--- config.mk ---
export PLATFORM = sky130hd
export DESIGN_NAME = seg_display_scanner
export DESIGN_NICKNAME = d
export VERILOG_FILES = /design/src/rtl/seg_display_scanner.sv
export SDC_FILE = /design/constraint.sdc
export NUM_CORES = 1
export LEC_CHECK = 0
export CORE_ASPECT_RATIO = 2
export CORE_MARGIN = 2
export CORE_UTILIZATION = 63
export DETAILED_ROUTE_END_ITERATION = 10
export DONT_BUFFER_PORTS = 1
export GPL_TIMING_DRIVEN = 1
export PLACE_DENSITY = 0.78
export SLEW_MARGIN = 15
export SYNTH_ARGS = -nofsm -noshare
export SYNTH_HDL_FRONTEND = slang
export SYNTH_SLANG_ARGS = --single-unit
--- constraint.sdc ---
create_clock -name clk -period 2.2 [get_ports clk]
set_clock_uncertainty 0.15 [all_clocks]
set_input_delay 0.33 -clock clk [delete_from_list [all_inputs] [get_ports clk]]
set_output_delay 0.33 -clock clk [all_outputs]
set_load 0.01 [all_outputs]
--- src/rtl/seg_display_scanner.sv ---
// seg_display_scanner
// Time-multiplexed common-anode 7-segment scanner. One digit is selected per
// slot of TICKS_PER_DIGIT clocks. The first GUARD_TICKS clocks of every slot
// keep all anodes off, so the previous digit cannot ghost into the next one.
// New digit/mask data is double-buffered in shadow registers. The shadow is
// only reloaded at frame boundaries, so a frame never shows mixed data.
// Optional decimal-point support is compiled in when SCAN_DP_EN is defined.
module seg_display_scanner #(
    parameter int N_DIGITS        = 8,
    parameter int TICKS_PER_DIGIT = 100000,
    parameter int GUARD_TICKS     = 16,
    parameter int BLINK_FRAMES    = 64
) (
    input  logic                  clk,
    input  logic                  reset,
    input  logic [4*N_DIGITS-1:0] digits_in,
    input  logic [N_DIGITS-1:0]   blank_mask_in,
    input  logic [N_DIGITS-1:0]   blink_mask_in,
`ifdef SCAN_DP_EN
    input  logic [N_DIGITS-1:0]   dp_in,
`endif
    input  logic                  update,
    output logic                  update_ack,
    output logic [3:0]            bcd_out,
    output logic [N_DIGITS-1:0]   anodes,
    output logic                  frame_start
`ifdef SCAN_DP_EN
    ,
    output logic                  dp_out
`endif
);

    localparam int IDX_W = (N_DIGITS > 1) ? $clog2(N_DIGITS) : 1;
    localparam int CNT_W = (TICKS_PER_DIGIT > 1) ? $clog2(TICKS_PER_DIGIT) : 1;
    localparam int FRM_W = (BLINK_FRAMES > 1) ? $clog2(BLINK_FRAMES) : 1;

    localparam logic [CNT_W-1:0] CNT_LAST  = CNT_W'(TICKS_PER_DIGIT - 1);
    localparam logic [CNT_W-1:0] CNT_GUARD = CNT_W'(GUARD_TICKS);
    localparam logic [IDX_W-1:0] IDX_LAST  = IDX_W'(N_DIGITS - 1);
    localparam logic [FRM_W-1:0] FRM_LAST  = FRM_W'(BLINK_FRAMES - 1);
    localparam logic [N_DIGITS-1:0] ALL_OFF = {N_DIGITS{1'b1}};

    // Scan state
    logic [CNT_W-1:0] cnt_r;
    logic [IDX_W-1:0] idx_r;
    logic [FRM_W-1:0] frame_cnt_r;
    logic             blink_phase_r;

    // Shadow copy of the display data, stable for a whole frame
    logic [N_DIGITS-1:0][3:0] shadow_digits_r;
    logic [N_DIGITS-1:0]      shadow_blank_r;
    logic [N_DIGITS-1:0]      shadow_blink_r;
`ifdef SCAN_DP_EN
    logic [N_DIGITS-1:0]      shadow_dp_r;
    logic                     dp_s;
`endif

    logic                slot_end_s;
    logic                frame_end_s;
    logic                off_s;
    logic [N_DIGITS-1:0] anodes_s;
    logic [3:0]          bcd_s;

    // Build an active-low one-hot anode word. All anodes stay off when blanked.
    function automatic logic [N_DIGITS-1:0] anode_pattern(
        input logic [IDX_W-1:0] sel,
        input logic             blank
    );
        logic [N_DIGITS-1:0] pat;
        pat = ALL_OFF;
        if (!blank) begin
            pat[sel] = 1'b0;
        end else begin
            pat = ALL_OFF;
        end
        return pat;
    endfunction

    assign slot_end_s  = (cnt_r == CNT_LAST);
    assign frame_end_s = slot_end_s && (idx_r == IDX_LAST);

    // Per-slot display decision from the current scan position and shadow data
    always_comb begin
        off_s    = (cnt_r < CNT_GUARD) || shadow_blank_r[idx_r] ||
                   (blink_phase_r && shadow_blink_r[idx_r]);
        anodes_s = anode_pattern(idx_r, off_s);
        bcd_s    = shadow_digits_r[idx_r];
`ifdef SCAN_DP_EN
        if (!off_s && shadow_dp_r[idx_r]) begin
            dp_s = 1'b0;
        end else begin
            dp_s = 1'b1;
        end
`endif
    end

    // Slot prescaler and digit index; the index wraps to 0 after the last digit
    always_ff @(posedge clk) begin
        if (reset) begin
            cnt_r <= {CNT_W{1'b0}};
            idx_r <= {IDX_W{1'b0}};
        end else if (slot_end_s) begin
            cnt_r <= {CNT_W{1'b0}};
            if (idx_r == IDX_LAST) begin
                idx_r <= {IDX_W{1'b0}};
            end else begin
                idx_r <= idx_r + IDX_W'(1);
            end
        end else begin
            cnt_r <= cnt_r + CNT_W'(1);
        end
    end

    // Frame counter; the blink phase flips once every BLINK_FRAMES frames
    always_ff @(posedge clk) begin
        if (reset) begin
            frame_cnt_r   <= {FRM_W{1'b0}};
            blink_phase_r <= 1'b0;
        end else if (frame_end_s) begin
            if (frame_cnt_r == FRM_LAST) begin
                frame_cnt_r   <= {FRM_W{1'b0}};
                blink_phase_r <= ~blink_phase_r;
            end else begin
                frame_cnt_r <= frame_cnt_r + FRM_W'(1);
            end
        end
    end

    // Shadow reload, allowed only on a frame boundary while update is held
    always_ff @(posedge clk) begin
        if (reset) begin
            shadow_digits_r <= {N_DIGITS{4'hF}};
            shadow_blank_r  <= {N_DIGITS{1'b0}};
            shadow_blink_r  <= {N_DIGITS{1'b0}};
`ifdef SCAN_DP_EN
            shadow_dp_r     <= {N_DIGITS{1'b0}};
`endif
        end else if (frame_end_s && update) begin
            shadow_digits_r <= digits_in;
            shadow_blank_r  <= blank_mask_in;
            shadow_blink_r  <= blink_mask_in;
`ifdef SCAN_DP_EN
            shadow_dp_r     <= dp_in;
`endif
        end
    end

    // Registered outputs; they lag the scan state by one clock
    always_ff @(posedge clk) begin
        if (reset) begin
            anodes      <= ALL_OFF;
            bcd_out     <= 4'hF;
            update_ack  <= 1'b0;
            frame_start <= 1'b0;
`ifdef SCAN_DP_EN
            dp_out      <= 1'b1;
`endif
        end else begin
            anodes      <= anodes_s;
            bcd_out     <= bcd_s;
            update_ack  <= frame_end_s & update;
            frame_start <= frame_end_s;
`ifdef SCAN_DP_EN
            dp_out      <= dp_s;
`endif
        end
    end

endmodule

==> reports/results.tsv <==
metric	value	unit
outcome	completed	
worstPathArrival	2.17	ns
vias	3521	
hp-start	blink_mask_in[7]	
synth_edf_count	0	
end_kind	register	
clk_pin_slew	0.06	ns
drt-initial-drc-count	242	
critPathBufInv	0	
synth_top_area_share	0.438	
hp-class	primary input to register	
fp.dieW	60.8	um
cap_violations	0	
fmax	475	MHz
firstDrtPassIters	4	
cts.htree.levels	3	
crit_chain	mux4_2 -> and2_1 -> or3_1 -> or3_1	
portBuffers	0	
drc_errors	0	
syn_area_per_cell	9.05	um^2
synth_fp_nets	504	
cts.sinks	89	
max-vdd-ir-drop	0.000534	V
hold_viol_final	0	
antennaDiodeCount	0	
cts_root_buffer	clkbuf_16	
synthTopCellsByArea	dfxtp_1 (44%), o31ai_1 (9.8%), nand4_1 (9.2%), nand3_1 (5.0%), mux4_2 (4.4%)	
seq_area_frac_synth	0.438	
antenna_found_initial	0	
start_kind	register	
ys_seq_elements	89	
yosysMostFrequentCell	dfxtp_1	
final.period_utilization	0.957	
synth_cell_types	43	
gp_congestion	0.894	
cts_setup_buffers	0	
row_count	41	
routedWlPerCell	19.1	um
grt_pass1_wl	16.2	mm
die_h	118	um
cts_buffer_depth	2	
core	0.00626	mm^2
dpl.hpwl	6.96	mm
slew_headroom	0.261	
grt_use_total	0.300	
critPathRequiredTime	2.26	ns
num-fill-cells	488	
ios	65	
yosys_warnings	0	
path_class	register to register	
yosys.area.top_type	dfxtp_1	
layout-drive-gt1-share	0.115	
setup_viol	0	
r2r_start	idx_r[0]	
startpoint	idx_r[0]	
power	3.20	mW
overflow	0	
drt.antenna.violating_nets	0	
slew_violations	0	
grt_start_max_net_pins	51	
nNetsFinal	494	
synthArstFlopShare	0	
ys.flop_type	dfxtp_1	
cpPeakStageDelay	0.55	ns
path_common_cell	or3_1	
max_slew.worst_pin.slew	1.10	ns
start_util	0.650	
crit_family	simple AND/OR/NAND/NOR gates	
via_per_inst	6.64	
fin_crit	2.11	ns
synthCells	449	
crit_slowest_cell	mux4_2	
dieArea	0.00715	mm^2
tritoncts	yes	
cts_buffers	9	
tns	0	ns
grt_pass1_vias	3550	
yosys-top-cells-count	dfxtp_1 (89), nand4_1 (60), o31ai_1 (53)	
power_density	699	mW/mm^2
wl	10.1	mm
area_growth_syn_to_layout	12.5	%
clock_latency	0.34	ns
rsz0062_at_grt	false	
p_leak	1.44	nW
synth.cell_area	0.00407	mm^2
worst-path-max-fanout	4	
layer usage:
layer  track usage  wire length, um  up-vias  part of all wire
met5             0                0        -                 0
met4         0.167              410        0             0.041
met3        0.0560              385       37             0.038
met2         0.536             5720       93              0.57
met1         0.303             3600     1674              0.36
li1              -                -     1717                 -
logic make-up after synthesis:
| group | after synthesis | share of synthesized area |
|---|---|---|
| muxes | 14 | 0.0594 |
| buffers and inverters | 56 | 0.0563 |
| AOI/OAI and AO/OA | 100 | 0.165 |
| adders and majority gates | 4 | 0.0123 |
| DFF | 89 | 0.438 |
| xor gates and xnor gates | 10 | 0.0215 |
| and+or+nand+nor | 176 | 0.247 |
state kept, by name, summed over array words and instances, names as in the netlist:
signal,count
anodes,8
bcd_out,4
blink_phase_r,1
cnt_r,17
frame_cnt_r,6
frame_start,1
idx_r,3
shadow_blank_r,8
shadow_blink_r,8
shadow_digits_r,32
update_ack,1
area by class of cell:
class | count | area [um^2] | area share
Tap cell | 86 | 108 | 0.0235
Sequential cell | 89 | 1780 | 0.390
Inverter | 5 | 18.8 | 0.00410
Multi-Input combinational cell | 304 | 2070 | 0.453
Clock inverter | 5 | 55.1 | 0.0120
Clock buffer | 11 | 243 | 0.0531
Timing Repair Buffer | 30 | 294 | 0.0643
cell usage in the layout (no fill, tap or decap), drive strengths merged, types with 7 or more instances in the layout:
master	instances
nand4	60
and4	7
dlygate4sd3	11
o31ai	53
buf	19
mux4	8
xor2	9
nand2	17
dfxtp	89
a21oi	29
nor2	13
or3	11
clkbuf	11
nand3	41
o21ai	9
through the flow:
step / worst slack [ns] / utilization / cell area (um^2) / std cells / hold WS [ns]
after global routing: 0.0125 / 0.731 / 4570 / 530 / 0.00454
after CTS: 0.0561 / 0.728 / 4560 / 530 / 0.000152
final: 0.0942 / 0.731 / 4570 / 530 / 0.00671
after floorplan: 0.220 / - / 4070 / 449 / 0.265
after global placement: 0.0843 / 0.663 / 4150 / 503 / 0.256
after detailed placement: 0.0829 / 0.663 / 4150 / 503 / 0.255
worst paths after layout:
check | endpoint | slack [ns] | cells past startpoint
hold / removal | shadow_blink_r[7] | 0.007 | 2
setup reg to reg | anodes[1] | 0.09 | 4
hold reg to reg | anodes[5] | 0.31 | 1
setup / recovery | anodes[1] | 0.09 | 4
report_power, final:
group | switching (mW) | internal, mW | total [mW] | leakage (nW)
logic | 0.0313 | 0.0230 | 0.0543 | 0.580
clock network | 0.615 | 0.907 | 1.52 | 0.142
registers | 0.00484 | 1.62 | 1.62 | 0.720
total | 0.651 | 2.55 | 3.20 | 1.44
what timing repair did:
action,4_1_cts,5_1_grt
resized for setup,0,5
hold buffers,11,0
setup endpoints to repair,0,49
endpoints found under the hold margin,31,0
worst reg2reg max path, stage by stage (launching register included):
cell	delay [ns]
dfxtp_1	0.42
mux4_2	0.55
and2_1	0.21
or3_1	0.32
or3_1	0.33
Power figures use the tool's default switching activity.
